File: config.mk
export PLATFORM = sky130hd
export DESIGN_NAME = ps2_key_ctrl
export DESIGN_NICKNAME = d
export VERILOG_FILES = /design/src/rtl/ps2_key_ctrl.sv
export SDC_FILE = /design/constraint.sdc
export NUM_CORES = 1
export LEC_CHECK = 0
export ABC_AREA = 1
export CORE_MARGIN = 2
export CORE_UTILIZATION = 51
export DETAILED_ROUTE_END_ITERATION = 6
export PLACE_DENSITY = 0.71
export SETUP_SLACK_MARGIN = 0.1
export SYNTH_ARGS = -nofsm -noshare
export SYNTH_HDL_FRONTEND = slang
export SYNTH_SLANG_ARGS = --single-unit
File: constraint.sdc
create_clock -name clk -period 4.8 [get_ports clk]
set_input_delay 0.96 -clock clk [delete_from_list [all_inputs] [get_ports clk]]
set_output_delay 0.96 -clock clk [all_outputs]
set_load 0.02 [all_outputs]
File: src/rtl/ps2_key_ctrl.sv
// PS/2 set-2 keyboard controller: make/break/extended sequencing, modifier tracking,
// scan-code to ASCII translation and a first-word-fall-through character FIFO.
module ps2_key_ctrl #(
  parameter int unsigned DEPTH = 8,
  parameter int unsigned AW    = $clog2(DEPTH)
) (
  input  logic          clk,
  input  logic          rst_n,
  input  logic [7:0]    code,
  input  logic          code_valid,
  input  logic          rd_en,
  output logic [7:0]    rd_data,
  output logic          empty,
  output logic          full,
  output logic [AW:0]   count,
  output logic          overflow,
  input  logic          ovf_clr,
  output logic          shift_o,
  output logic          ctrl_o,
  output logic          caps_o
);

  localparam logic [AW:0] DepthCnt = (AW + 1)'(DEPTH);
  localparam logic [AW:0] CntOne   = (AW + 1)'(1);
  localparam logic [AW-1:0] PtrOne = AW'(1);

  typedef enum logic [1:0] {StIdle, StBrk, StExt, StExtBrk} state_e;

  state_e      state_q;
  logic        lshift_q, rshift_q, lctrl_q, rctrl_q, caps_q, caps_held_q;
  logic        char_vld_q;
  logic [7:0]  char_q;

  logic        letter_vld, digit_vld, xlat_vld;
  logic [4:0]  letter_idx;
  logic [3:0]  digit_idx;
  logic [7:0]  xlat_char;

  assign shift_o = lshift_q | rshift_q;
  assign ctrl_o  = lctrl_q | rctrl_q;
  assign caps_o  = caps_q;

  // Translation of a non-extended make using the modifier state before this byte.
  always_comb begin
    letter_vld = 1'b0;
    letter_idx = 5'd0;
    digit_vld  = 1'b0;
    digit_idx  = 4'd0;
    xlat_vld   = 1'b0;
    xlat_char  = 8'h00;
    case (code)
      8'h1C: begin letter_vld = 1'b1; letter_idx = 5'd0;  end
      8'h32: begin letter_vld = 1'b1; letter_idx = 5'd1;  end
      8'h21: begin letter_vld = 1'b1; letter_idx = 5'd2;  end
      8'h23: begin letter_vld = 1'b1; letter_idx = 5'd3;  end
      8'h24: begin letter_vld = 1'b1; letter_idx = 5'd4;  end
      8'h2B: begin letter_vld = 1'b1; letter_idx = 5'd5;  end
      8'h34: begin letter_vld = 1'b1; letter_idx = 5'd6;  end
      8'h33: begin letter_vld = 1'b1; letter_idx = 5'd7;  end
      8'h43: begin letter_vld = 1'b1; letter_idx = 5'd8;  end
      8'h3B: begin letter_vld = 1'b1; letter_idx = 5'd9;  end
      8'h42: begin letter_vld = 1'b1; letter_idx = 5'd10; end
      8'h4B: begin letter_vld = 1'b1; letter_idx = 5'd11; end
      8'h3A: begin letter_vld = 1'b1; letter_idx = 5'd12; end
      8'h31: begin letter_vld = 1'b1; letter_idx = 5'd13; end
      8'h44: begin letter_vld = 1'b1; letter_idx = 5'd14; end
      8'h4D: begin letter_vld = 1'b1; letter_idx = 5'd15; end
      8'h15: begin letter_vld = 1'b1; letter_idx = 5'd16; end
      8'h2D: begin letter_vld = 1'b1; letter_idx = 5'd17; end
      8'h1B: begin letter_vld = 1'b1; letter_idx = 5'd18; end
      8'h2C: begin letter_vld = 1'b1; letter_idx = 5'd19; end
      8'h3C: begin letter_vld = 1'b1; letter_idx = 5'd20; end
      8'h2A: begin letter_vld = 1'b1; letter_idx = 5'd21; end
      8'h1D: begin letter_vld = 1'b1; letter_idx = 5'd22; end
      8'h22: begin letter_vld = 1'b1; letter_idx = 5'd23; end
      8'h35: begin letter_vld = 1'b1; letter_idx = 5'd24; end
      8'h1A: begin letter_vld = 1'b1; letter_idx = 5'd25; end
      8'h45: begin digit_vld = 1'b1; digit_idx = 4'd0; end
      8'h16: begin digit_vld = 1'b1; digit_idx = 4'd1; end
      8'h1E: begin digit_vld = 1'b1; digit_idx = 4'd2; end
      8'h26: begin digit_vld = 1'b1; digit_idx = 4'd3; end
      8'h25: begin digit_vld = 1'b1; digit_idx = 4'd4; end
      8'h2E: begin digit_vld = 1'b1; digit_idx = 4'd5; end
      8'h36: begin digit_vld = 1'b1; digit_idx = 4'd6; end
      8'h3D: begin digit_vld = 1'b1; digit_idx = 4'd7; end
      8'h3E: begin digit_vld = 1'b1; digit_idx = 4'd8; end
      8'h46: begin digit_vld = 1'b1; digit_idx = 4'd9; end
      8'h29: begin xlat_vld = 1'b1; xlat_char = 8'h20; end
      8'h5A: begin xlat_vld = 1'b1; xlat_char = 8'h0D; end
      8'h66: begin xlat_vld = 1'b1; xlat_char = 8'h08; end
      8'h0D: begin xlat_vld = 1'b1; xlat_char = 8'h09; end
      8'h76: begin xlat_vld = 1'b1; xlat_char = 8'h1B; end
      default: ;
    endcase
    if (letter_vld) begin
      xlat_vld = 1'b1;
      if (ctrl_o)                xlat_char = {3'b000, letter_idx} + 8'h01;
      else if (shift_o ^ caps_q) xlat_char = {3'b000, letter_idx} + 8'h41;
      else                       xlat_char = {3'b000, letter_idx} + 8'h61;
    end
    if (digit_vld) begin
      xlat_vld = 1'b1;
      if (!shift_o) begin
        xlat_char = {4'h3, digit_idx};
      end else begin
        case (digit_idx)
          4'd0:    xlat_char = 8'h29;
          4'd1:    xlat_char = 8'h21;
          4'd2:    xlat_char = 8'h40;
          4'd3:    xlat_char = 8'h23;
          4'd4:    xlat_char = 8'h24;
          4'd5:    xlat_char = 8'h25;
          4'd6:    xlat_char = 8'h5E;
          4'd7:    xlat_char = 8'h26;
          4'd8:    xlat_char = 8'h2A;
          default: xlat_char = 8'h28;
        endcase
      end
    end
  end

  always_ff @(posedge clk or negedge rst_n) begin
    if (!rst_n) begin
      state_q     <= StIdle;
      lshift_q    <= 1'b0;
      rshift_q    <= 1'b0;
      lctrl_q     <= 1'b0;
      rctrl_q     <= 1'b0;
      caps_q      <= 1'b0;
      caps_held_q <= 1'b0;
      char_vld_q  <= 1'b0;
      char_q      <= 8'h00;
    end else begin
      char_vld_q <= 1'b0;
      if (code_valid) begin
        unique case (state_q)
          StIdle: begin
            if (code == 8'hF0) begin
              state_q <= StBrk;
            end else if (code == 8'hE0) begin
              state_q <= StExt;
            end else begin
              case (code)
                8'h12: lshift_q <= 1'b1;
                8'h59: rshift_q <= 1'b1;
                8'h14: lctrl_q  <= 1'b1;
                8'h58: begin
                  // Typematic repeats of caps lock arrive while held and must not toggle.
                  if (!caps_held_q) caps_q <= ~caps_q;
                  caps_held_q <= 1'b1;
                end
                default: begin
                  char_vld_q <= xlat_vld;
                  char_q     <= xlat_char;
                end
              endcase
            end
          end
          StExt: begin
            if (code == 8'hF0) begin
              state_q <= StExtBrk;
            end else begin
              if (code == 8'h14) rctrl_q <= 1'b1;
              state_q <= StIdle;
            end
          end
          StBrk: begin
            case (code)
              8'h12:   lshift_q    <= 1'b0;
              8'h59:   rshift_q    <= 1'b0;
              8'h14:   lctrl_q     <= 1'b0;
              8'h58:   caps_held_q <= 1'b0;
              default: ;
            endcase
            state_q <= StIdle;
          end
          StExtBrk: begin
            if (code == 8'h14) rctrl_q <= 1'b0;
            state_q <= StIdle;
          end
        endcase
      end
    end
  end

  logic [7:0]    mem [DEPTH];
  logic [AW-1:0] wptr_q, rptr_q;
  logic [AW:0]   count_q;
  logic          ovf_q;
  logic          pop, push_ok, drop;

  assign empty    = (count_q == '0);
  assign full     = (count_q == DepthCnt);
  assign count    = count_q;
  assign overflow = ovf_q;
  assign rd_data  = empty ? 8'h00 : mem[rptr_q];
  assign pop      = rd_en & ~empty;
  // A pop in the same cycle frees the slot, so a push while full still lands.
  assign push_ok  = char_vld_q & (~full | pop);
  assign drop     = char_vld_q & full & ~pop;

  always_ff @(posedge clk) begin
    if (push_ok) mem[wptr_q] <= char_q;
  end

  always_ff @(posedge clk or negedge rst_n) begin
    if (!rst_n) begin
      wptr_q  <= '0;
      rptr_q  <= '0;
      count_q <= '0;
      ovf_q   <= 1'b0;
    end else begin
      if (push_ok) wptr_q <= wptr_q + PtrOne;
      if (pop)     rptr_q <= rptr_q + PtrOne;
      if (push_ok && !pop)      count_q <= count_q + CntOne;
      else if (pop && !push_ok) count_q <= count_q - CntOne;
      if (drop)         ovf_q <= 1'b1;
      else if (ovf_clr) ovf_q <= 1'b0;
    end
  end

endmodule

### Word-level counts from Yosys, hierarchy flattened

Memories as Yosys holds them, arrays and structs flattened.
Index checks and enable logic that the tools add are counted.

* add/subtract/negate cells: 7
* equality and inequality tests: 65
* muxes and demuxes: 51
* bitwise logic cells: 16
* reductions and logical operators: 23

Operators by type and width (count)
* 8-bit by 6-bit == test with 1-bit output, second input constant: 23
* 5-bit case mux with 25 select lines: 1
* 8-bit by 7-bit == test with 1-bit output, second input constant: 12
* 8-bit by 5-bit == test with 1-bit output, second input constant: 9
* 8-bit two-way mux: 6
* 4-bit case mux with 9 select lines: 1
* 1-bit two-way mux: 31
* 6-bit case mux with 5 select lines: 1
* 6-bit AND reduction: 5
* 26-bit OR reduction: 1
* 2-bit != test, second input constant: 11
* 5-bit by 7-bit adder with 8-bit output, second input constant: 2
* 8-bit == test, second input constant: 2
* 1-bit case mux with 2 select lines: 5
* 5-bit AND reduction: 2
* 10-bit OR reduction: 1
* 8-bit by 4-bit == test with 1-bit output, second input constant: 1
* 4-bit two-way mux: 2
* 1-bit NOT: 8
* 2-bit nonzero test: 4
* 3-bit by 1-bit adder with 3-bit output, second input constant: 2
* 5-bit by 1-bit adder with 6-bit output, second input constant: 1
* 2-bit two-way mux: 3
* 2-bit case mux with 3 select lines: 1
* other kinds (18): 27

* register bits after elaboration: 28
* bits in writable memories: 64
* memory bits (read-only): 112
* input port bits: 13
* logic and storage cells: 177
* memories kept: 2

Memory list
* (no name shown): words 16, width 7, rd ports 1, clocked after Yosys merged registers in 0, wr ports 0, RTL line 106 `case (digit_idx)`
* mem: words 8, width 8, rd ports 1, clocked after Yosys merged registers in 0, wr ports 1, RTL line 186 `logic [7:0] mem [DEPTH];`

### Longest topological paths before layout

Gate-level depths: netlist of the first run.

* depth after elaboration: 10
* depth in mapped cells: 17

### Least setup slack after synthesis of the first run

No wires, ideal clock.

* path kind: register to register
* start: reg count_q[0], in the netlist count[0]
* end: reg count_q[3], in the netlist count[3]
* setup time: 0.122 ns
* arrival: 2.944 ns
* data required time: 4.678 ns
* setup slack: 1.734 ns
* stages on the path, launching flop included: 13
* buffers on the path: 0
* clock period less this slack: 3.066 ns
* cell sequence: dfrtp_1 -> nor4_1 -> inv_1 -> nand2_1 -> ha_1 -> inv_1 -> ha_1 -> a21o_1 -> a21oi_1 -> nor2_1 -> nor2_1 -> nand2_1 -> xor2_1

* word-level cells in the longest chain between the ends: 8
* elaborated cells between the ends (all ways): 16
* those cells by class: add/sub: 2; eq/ne: 1; mux: 2; bitwise: 5; reduce/logical: 6

Ends and longest elaborated chain
* from (decl): RTL line 188 `logic [AW:0] count_q;`
* from (signal assigned): RTL line 215 `if (push_ok && !pop) count_q <= count_q + CntOne;`
* from (signal assigned): RTL line 216 `else if (pop && !push_ok) count_q <= count_q - CntOne;`
* 4-bit zero test (*): RTL line 192 `assign empty = (count_q == '0);`
* via empty: RTL line 13 `output logic empty,`
* 1-bit NOT (*): RTL line 197 `assign pop = rd_en & ~empty;`
* 1-bit AND (*): RTL line 197
* 1-bit OR: RTL line 199 `assign push_ok = char_vld_q & (~full | pop);`
* 1-bit AND: RTL line 199
* 1-bit zero test: RTL line 216
* 1-bit logical AND: RTL line 216
* 2-bit nonzero test (no line)

The timed path passes the listed nets; every way through them passes the cells marked *. The select of a mux whose other input is x is not followed.
A chain may end at the register's enable or synchronous reset.

### Final worst setup path of the first run

* start: reg rptr_q[1]
* end: out rd_data[6]

* word-level cells in the longest chain between the ends: 2

Ends and longest elaborated chain
* from (decl): RTL line 187 `logic [AW-1:0] wptr_q, rptr_q;`
* from (signal assigned): RTL line 214 `if (pop) rptr_q <= rptr_q + PtrOne;`
* memory 8 x 8 bit
* 8-bit two-way mux: RTL line 196 `assign rd_data = empty ? 8'h00 : mem[rptr_q];`
* to (decl): RTL line 12 `output logic [7:0] rd_data,`

Every way passes these cells.

==> metrics.txt, run 1 <==
clk_lat worst skew=roughly 0.36 ns; starting density of the core=0.523; RSZ-0062 raised after global routing=false; status=finished clean; Die Span Y=101 um; largest net degree at the start of global routing=34; die area=about 10000 um2; CP startpoint kind=register; Avg WL per Cell=between 15 and 20 um; crit share post-route=0.773; Final Wtd Congestion=0.989; Core Box Area=9200 um2; clock sinks=92; Tot GR Track Use=0.227; n_diodes=0; peak supply drop=194 uV; Syn. warnings=0; setup repair bufs after CTS=0; #FFs+latches synth=92; Clock Root Buffer=clkbuf_8; DRT Pass-1 Iters=5; worst hold-check path type=register to register; Worst EP arrival=~2.8 ns; net count after synthesis=570; type of the worst setup path=register to primary output; initial antenna violation count=0; post-synthesis cell type count=33; Post-DP HPWL=7800 um; net count reported at finish=603; Area Growth Syn to Fin=13.1%; Non-Filler Instances=~700; Die W=just over 100 um; crit path time final=roughly 3.7 ns; pwr dens=slightly below 500 nW/um2; port bufs=30; first-pass GRT wire length=17800 um; post-route clock skew=between 0.015 and 0.02 ns; dpl cells=about 680; IO Pins=31; sequential area share after synthesis=0.546; max cap viols=0; Leakage=roughly 2.3 nW; share of layout cells above drive strength 1=0.100; CP max FO=18; Worst-path clk slew=about 0.090 ns; Hold Buf Count CTS=0; Syn Area/Cell=8.74 um2; GRT overflow=0; mapped cell area=between 4000 and 5000 um2; fin. max-slew vios=0; CTS tree=built; Bufs on Longest Clock Path=2; cell row count=35; fmax=270 MHz; worst reg2reg path depth=12; routed wire length=between 10000 and 15000 um; CTS Buf Count=9; DRC violations left=0; vias post-DR=around 3800; post_cts resized=0; final antenna-violating net count=0; hold path depth=2; H-tree depth=3; CP Data Required Time=between 3 and 4 ns; Final Hold Fails=0; Cells after Synth=550; DRT iter0 DRCs=285; CP Capture Type=primary output; worst-margin pin slew=0.990 ns; number of global-route vias before repair=between 3000 and 4000; Final Setup Violations=0; Vias/cell=between 5 and 6; relative slew slack=0.337; setup tns final=0 ns
[layout make-up]
| class | instances | area, um2 |
|---|---|---|
| fill | 798 | 3760 |
| sequential | 92 | 2620 |
| multi-input combinational | 399 | 1950 |
| timing repair buffer | 32 | 315 |
| inverter | 49 | 184 |
| tap | 111 | 139 |
| clock buffer | 9 | 124 |
| clock inverter | 7 | 97.6 |
[cell usage in the layout (no fill, tap or decap), types with 4 or more instances in the layout]
cell,netlist,final
nor2_2,7,7
ha_1,6,6
o22ai_1,9,9
nand2_2,12,12
dfrtp_1,28,28
a21oi_1,11,11
a31oi_1,10,10
inv_1,41,41
nor2_4,5,5
edfxtp_1,64,64
nor3_1,4,4
clkdlybuf4s50_1,0,30
o21ai_0,53,53
clkbuf_8,0,9
nand3_1,19,19
nor4_1,5,5
nand2_1,121,121
xor2_1,5,5
inv_2,8,8
nor2_1,110,110
[cells in the mapped netlist (all sizes together)]
library cell    n  area (um2)
nor4            5        31.3
fa              1        20.0
o211ai          2        15.0
nor2          122         513
nand2         136         563
o22ai           9        56.3
xnor2           3        26.3
o21ai          53         265
xor2            5        43.8
nand4           3        18.8
or2             2        12.5
nor3            7        50.1
a31oi          10        62.6
mux2            1        11.3
nand3b          1        7.51
a21oi          11        55.1
a21o            1        7.51
dfrtp          28         701
ha              6        75.1
clkbuf          9        33.8
buf             1        11.3
o21bai          1        7.51
nand3          20         113
edfxtp         64        1920
inv            49         184
[metal layers]
| metal | wire [um] | track usage | up-vias | part of all wire |
|---|---|---|---|---|
| met2 | 5600 | 0.400 | 111 | 0.52 |
| met4 | 364 | 0.115 | 0 | 0.034 |
| met1 | 4410 | 0.269 | 1789 | 0.41 |
| met3 | 448 | 0.0354 | 27 | 0.041 |
| met5 | 0 | 0 | - | 0 |
| li1 | - | - | 1908 | - |
[worst max-delay path, cell delays in order, from the launching register on]
cell and delay [ns]:
dfrtp_1 0.59, inv_1 0.47, o21ai_0 0.18, o22ai_1 0.14, o21ai_0 0.09, a31oi_1 0.27
clkdlybuf4s50_1 0.66
[power breakdown]
part | switching [W] | internal (W)
combinational | 0.000588 | 0.000388
clock | 0.000270 | 0.000296
sequential | 0.000119 | 0.000974
[worst paths after layout]
kind | start | end | slack, ns
max | rptr_q[1]$_DFFE_PN0P_ | rd_data[6] | 1.09
max reg2reg | count[1]$_DFFE_PN0P_ | count[3]$_DFFE_PN0P_ | 2.02
min in group asynchronous | rst_n | caps_held_q$_DFFE_PN0P_ | 0.97
min reg2reg | char_vld_q$_DFF_PN0_ | overflow$_DFFE_PN0P_ | 0.52
min | char_vld_q$_DFF_PN0_ | overflow$_DFFE_PN0P_ | 0.52
max in group asynchronous | rst_n | char_q[7]$_DFFE_PN0P_ | 3.55
[per-stage QoR]
step                worst slack [ns]  power (W)  hold WS [ns]  area (um2)   util
global placement                1.54    0.00205         0.504        5220  0.567
detailed placement              1.51    0.00208         0.510        5220  0.567
floorplan                       1.73    0.00171         0.481        4810      -
global route                   0.869    0.00280         0.544        5440  0.591
finish                          1.09    0.00263         0.518        5440  0.591
CTS                             1.12    0.00264         0.530        5440  0.591
[state kept, by name, indices dropped and copies added, names as in the netlist]
name and count:
wptr_q 3, mem 64, caps_o 1, rctrl_q 1, char_vld_q 1, caps_held_q 1, state_q 2, lctrl_q 1
char_q 8, rptr_q 3, overflow 1, count 4, lshift_q 1, rshift_q 1
[kinds of logic after synthesis]
logic type	Yosys count	share of synthesized area
muxes	1	0.00234
adders and majority gates	7	0.0198
xor gates and xnor gates	8	0.0146
DFF	92	0.546
AOI/OAI and AO/OA	87	0.0976
buffers and inverters	59	0.0476
and+or+nand+nor	296	0.272
Power figures use the tool's default switching activity.
==> inputs of run 2 (changes only) <==
==> constraint.sdc (replaced) <==
create_clock -name clk -period 3.8 [get_ports clk]
set_input_delay 0.76 -clock clk [delete_from_list [all_inputs] [get_ports clk]]
set_output_delay 0.76 -clock clk [all_outputs]
set_load 0.02 [all_outputs]
==> metrics.txt, run 2 (synthesized netlist as in run 1, its figures left out) <==
CP startpoint kind=register (unchanged); worst hold-check path type=register to register (unchanged); Worst-path clk slew=0.10 ns (was 0.09 ns); crit share post-route=0.889; vias post-DR=3774 (was 3835); Hold Buf Count CTS=0 (unchanged); Area Growth Syn to Fin=13.3% (was 13.1%); CP max FO=18 (unchanged); DRT Pass-1 Iters=5 (unchanged); Final Setup Violations=0 (unchanged); crit path time final=3.38 ns; CTS tree=built (unchanged); fmax=296 MHz; Largest register FFs=64 (unchanged); CTS Buf Count=9 (unchanged); Leakage=2.32 nW (was 2.30 nW); Final Hold Fails=0 (unchanged); GRT overflow=0 (unchanged); clk_lat worst skew=0.35 ns (was 0.36 ns); Avg WL per Cell=15.7 um (was 15.5 um); Final Wtd Congestion=0.985 (was 0.989); n_diodes=0 (unchanged); H-tree depth=3 (unchanged); initial antenna violation count=0 (unchanged); DRT iter0 DRCs=204 (was 285); post-route clock skew=0.0178 ns (was 0.0160 ns); Clock Root Buffer=clkbuf_8 (unchanged); DRC violations left=0 (unchanged); Placed Area=5270 um2 (was 5220 um2); fin area=5440 um2 (about the same); Worst EP arrival=2.62 ns (was 2.75 ns); Tot GR Track Use=0.232 (was 0.227); first-pass GRT wire length=18200 um (was 17800 um); CP Capture Type=primary output (unchanged); max cap viols=0 (unchanged); port bufs=30 (unchanged); largest net degree at the start of global routing=34 (unchanged); part of the power in registers=0.423 (was 0.415); CP Data Required Time=3.04 ns (was 3.84 ns); cell row count=35 (unchanged); Net Sw Power=0.00125 W (was 0.000977 W); net count reported at finish=610 (was 603); relative slew slack=0.423 (was 0.337); internal power=0.00197 W (was 0.00166 W); die area=10200 um2 (unchanged); Bufs on Longest Clock Path=2 (unchanged); worst-margin pin slew=0.863 ns (was 0.990 ns); share of layout cells above drive strength 1=0.111 (was 0.100); Vias/cell=5.35 (was 5.49); status=finished clean (unchanged); clock sinks=92 (unchanged); number of global-route vias before repair=3776 (was 3763); setup repair bufs after CTS=0 (unchanged); fin. max-slew vios=0 (unchanged); pwr dens=592 nW/um2 (was 485 nW/um2); Die W=101 um (unchanged); clock share of power=0.181 (was 0.215); commonest non-fill, non-tap cells in the layout=nand2_1, nor2_1, edfxtp_1, o21ai_0, inv_1 (unchanged); largest reg by FF count=mem (unchanged); starting density of the core=0.523 (unchanged); Core Box Area=9200 um2 (unchanged); setup tns final=0 ns (unchanged); RSZ-0062 raised after global routing=false (unchanged); post_cts resized=0 (unchanged); routed wire length=11100 um (was 10800 um); combinational group share of total power=0.396 (was 0.370); IO Pins=31 (unchanged); Switching Fraction=0.387 (was 0.371); type of the worst setup path=register to primary output (unchanged); Die Span Y=101 um (unchanged); peak supply drop=247 uV (was 194 uV); most common cell after layout, fill and taps aside=nand2_1 (unchanged); Post-DP HPWL=8020 um (was 7800 um); final antenna-violating net count=0 (unchanged)
==> run 2: per-layer routing <==
metal	vias up	part of all wire	GRT usage
li1	1916	-	-
met1	1754	0.42	0.273
met2	88	0.53	0.434
met3	16	0.034	0.0305
met4	0	0.018	0.0769
met5	-	0	0
==> run 2: critical path, cell delays in order (launching register included) <==
cell	delay (ns)
dfrtp_1	0.39
inv_1	0.39
buf_4	0.30
o21ai_0	0.11
o22ai_1	0.15
o21ai_0	0.11
a31oi_1	0.19
clkdlybuf4s50_1	0.63
==> run 2: worst paths after layout <==
check | from | endpoint | slack [ns] | cells after the start
max in group asynchronous | rst_n | char_q[5]$_DFFE_PN0P_ | 2.74 | 2
hold / removal | caps_o$_DFFE_PN0P_ | caps_o$_DFFE_PN0P_ | 0.52 | 1
min in group asynchronous | rst_n | count[2]$_DFFE_PN0P_ | 0.78 | 2
setup / recovery | rptr_q[0]$_DFFE_PN0P_ | rd_data[5] | 0.42 | 7
setup reg to reg | count[0]$_DFFE_PN0P_ | count[3]$_DFFE_PN0P_ | 1.03 | 13
hold reg to reg | caps_o$_DFFE_PN0P_ | caps_o$_DFFE_PN0P_ | 0.52 | 1
==> run 2: cell type report <==
| type | instances | area [um2] |
|---|---|---|
| inverters | 49 | 184 |
| repair buffers | 39 | 368 |
| fillers | 808 | 3750 |
| clock inverters | 7 | 51.3 |
| clock buffers | 9 | 124 |
| flip-flops and latches | 92 | 2620 |
| multi-input cells | 399 | 1950 |
| well taps | 111 | 139 |
==> run 2: stage by stage <==
stage,setup slack [ns],utilization,instances,total power [W],hold WS (ns)
floorplan,0.734,-,550,0.00216,0.464
global placement,0.842,0.573,690,0.00262,0.503
detailed placement,0.754,0.573,690,0.00266,0.521
CTS,0.386,0.592,706,0.00324,0.534
global route,0.217,0.592,706,0.00344,0.560
finish,0.420,0.592,706,0.00322,0.524
==> run 2: power groups by stage <==
stage | logic (W) | registers [W] | clock network [W]
2_1_floorplan | 0.000781 | 0.00138 | 0
3_3_place_gp | 0.00125 | 0.00138 | 0
3_5_place_dp | 0.00128 | 0.00138 | 0
4_1_cts | 0.00129 | 0.00136 | 0.000592
5_1_grt | 0.00142 | 0.00138 | 0.000636
6_report | 0.00128 | 0.00136 | 0.000582
==> inputs of run 3 (changes only) <==
--- a/config.mk
+++ b/config.mk
@@ -8,6 +8,7 @@
 export ABC_AREA = 1
 export CORE_MARGIN = 2
 export CORE_UTILIZATION = 51
+export CTS_CLUSTER_SIZE = 10
 export DETAILED_ROUTE_END_ITERATION = 6
 export PLACE_DENSITY = 0.71
 export SETUP_SLACK_MARGIN = 0.1
==> constraint.sdc (replaced) <==
create_clock -name clk -period 3.3 [get_ports clk]
set_input_delay 0.66 -clock clk [delete_from_list [all_inputs] [get_ports clk]]
set_output_delay 0.66 -clock clk [all_outputs]
set_load 0.02 [all_outputs]
==> metrics.txt, run 3 (synthesized netlist as in run 1, its figures left out) <==
status=finished clean (unchanged); Clock Root Buffer=clkbuf_8 (unchanged); max incr delay on CP=0.59 ns (was 0.63 ns); setup ws final=0.309 ns (was 0.420 ns); FF/Latch Area=2620 um2 (unchanged); CP max stage cell=clkdlybuf4s50_1 (unchanged); Tot Pwr=0.00378 W (was 0.00322 W); Leakage=2.35 nW (was 2.32 nW); R2R setup slack=0.59 ns (was 1.03 ns); pwr dens=686 nW/um2 (was 592 nW/um2); port bufs=30 (unchanged); crit path cell chain=nor4_1, inv_1, o21ai_0, a31oi_1, clkdlybuf4s50_1 (was inv_1, buf_4, o21ai_0, o22ai_1, o21ai_0, a31oi_1, clkdlybuf4s50_1); DRT Pass-1 Iters=4 (was 5); crit share post-route=0.906; Tot GR Track Use=0.231 (was 0.232); Non-Filler Instances=711 (was 706); commonest non-fill, non-tap cells in the layout=nand2_1, nor2_1, edfxtp_1, o21ai_0, inv_1 (unchanged); multi-input combinational cell area=1950 um2 (unchanged); worst reg2reg path depth=12 (was 13); routed wire length=11000 um (was 11100 um); Final Hold Fails=0 (unchanged); vias post-DR=3847 (was 3774); DRT iter0 DRCs=239 (was 204); CTS tree=built (unchanged); CTS Buf Count=9 (unchanged); Worst setup endpoint=rd_data[6] (was rd_data[5]); capture point of the worst reg-to-reg path=count[3]$_DFFE_PN0P_ (unchanged); H-tree depth=3 (unchanged); post-route clock skew=0.0154 ns (was 0.0178 ns); initial antenna violation count=0 (unchanged); fin. max-slew vios=0 (unchanged); Worst Setup SP=count[0]$_DFFE_PN0P_ (was rptr_q[0]$_DFFE_PN0P_); worst hold-check path type=register to register (unchanged); largest reg by FF count=mem (unchanged); CP Data Required Time=2.64 ns (was 3.04 ns); Bufs on Longest Clock Path=2 (unchanged); peak supply drop=291 uV (was 247 uV); worst-margin pin slew=0.562 ns (was 0.863 ns); DRC violations left=0 (unchanged); net count reported at finish=615 (was 610); GRT overflow=0 (unchanged); clk_lat worst skew=0.35 ns (about the same); Largest register FFs=64 (unchanged); cell row count=35 (unchanged); Final Setup Violations=0 (unchanged); CP max FO=10 (was 18); largest net degree at the start of global routing=34 (unchanged); most common cell after layout, fill and taps aside=nand2_1 (unchanged); first-pass GRT wire length=18000 um (was 18200 um); CP startpoint kind=register (unchanged); n_diodes=0 (unchanged); crit path time final=2.99 ns; setup repair bufs after CTS=0 (unchanged); setup tns final=0 ns (unchanged); Setup WS pre-CTS=0.417 ns (was 0.754 ns); number of global-route vias before repair=3753 (was 3776); Hold Buf Count CTS=0 (unchanged); final antenna-violating net count=0 (unchanged); die area=10200 um2 (unchanged); type of the worst setup path=register to primary output (unchanged); Hold Crit Start=overflow$_DFFE_PN0P_ (was caps_o$_DFFE_PN0P_); CP Capture Type=primary output (unchanged); clock sinks=92 (unchanged); post_cts resized=0 (unchanged); dpl cells=695 (was 690); Core Box Area=9200 um2 (unchanged); Worst-path clk slew=0.10 ns (about the same); RR Startpoint=count[0]$_DFFE_PN0P_ (unchanged); max cap viols=0 (unchanged); Die W=101 um (unchanged); Final Wtd Congestion=0.936 (was 0.985); starting density of the core=0.523 (unchanged); RSZ-0062 raised after global routing=false (unchanged); Avg WL per Cell=15.5 um (was 15.7 um); IO Pins=31 (unchanged); Vias/cell=5.41 (was 5.35); Post-DP HPWL=7950 um (was 8020 um); Area Growth Syn to Fin=14.6% (was 13.3%); share of layout cells above drive strength 1=0.118 (was 0.111); fmax=334 MHz; # fillers=815 (was 808); Die Span Y=101 um (unchanged); relative slew slack=0.625 (was 0.423); Worst EP arrival=2.33 ns (was 2.62 ns)
==> run 3: cell type report <==
class,count,area share
clock buffers,9,0.0225
clock inverters,7,0.0134
repair buffers,44,0.0736
multi-input cells,399,0.355
well taps,111,0.0252
inverters,49,0.0341
flip-flops and latches,92,0.476
==> run 3: worst max-delay path, delay by kind of cell, from the launching register on <==
family / cells / cell delay (ns)
buffers and inverters: 2 / 0.86
DFF: 1 / 0.47
and+or+nand+nor: 1 / 0.40
AOI/OAI and AO/OA: 2 / 0.25
==> run 3: worst min-delay path by stage <==
stage                                    to  slack, ns  cells after the start
finish                 overflow$_DFFE_PN0P_       0.54                      2
detailed placement       caps_o$_DFFE_PN0P_       0.52                      1
floorplan           caps_held_q$_DFFE_PN0P_       0.36                      0
global route             caps_o$_DFFE_PN0P_       0.56                      1
global placement         caps_o$_DFFE_PN0P_       0.51                      1
CTS                      caps_o$_DFFE_PN0P_       0.54                      1
==> run 3: per-layer routing <==
layer | GRT usage | share of wire | vias up | wire length (um)
met5 | 0 | 0 | - | 0
met4 | 0.0894 | 0.020 | 0 | 225
met3 | 0.0361 | 0.023 | 19 | 256
met2 | 0.436 | 0.54 | 71 | 5960
met1 | 0.259 | 0.42 | 1829 | 4590
li1 | - | - | 1928 | -
==> run 3: stage by stage <==
step,util,cell area [um2],hold slack (ns)
after floorplan,-,4810,0.364
after global placement,0.577,5310,0.507
after detailed placement,0.577,5310,0.520
after CTS,0.598,5500,0.537
after global routing,0.599,5510,0.557
final,0.599,5510,0.539
==> run 3: power breakdown <==
part           leakage, nW  internal [W]  switching, W  total [W]
Combinational         1.32      0.000583      0.000882    0.00146
Clock               0.0978      0.000354      0.000391   0.000744
Sequential           0.933       0.00142      0.000153    0.00157
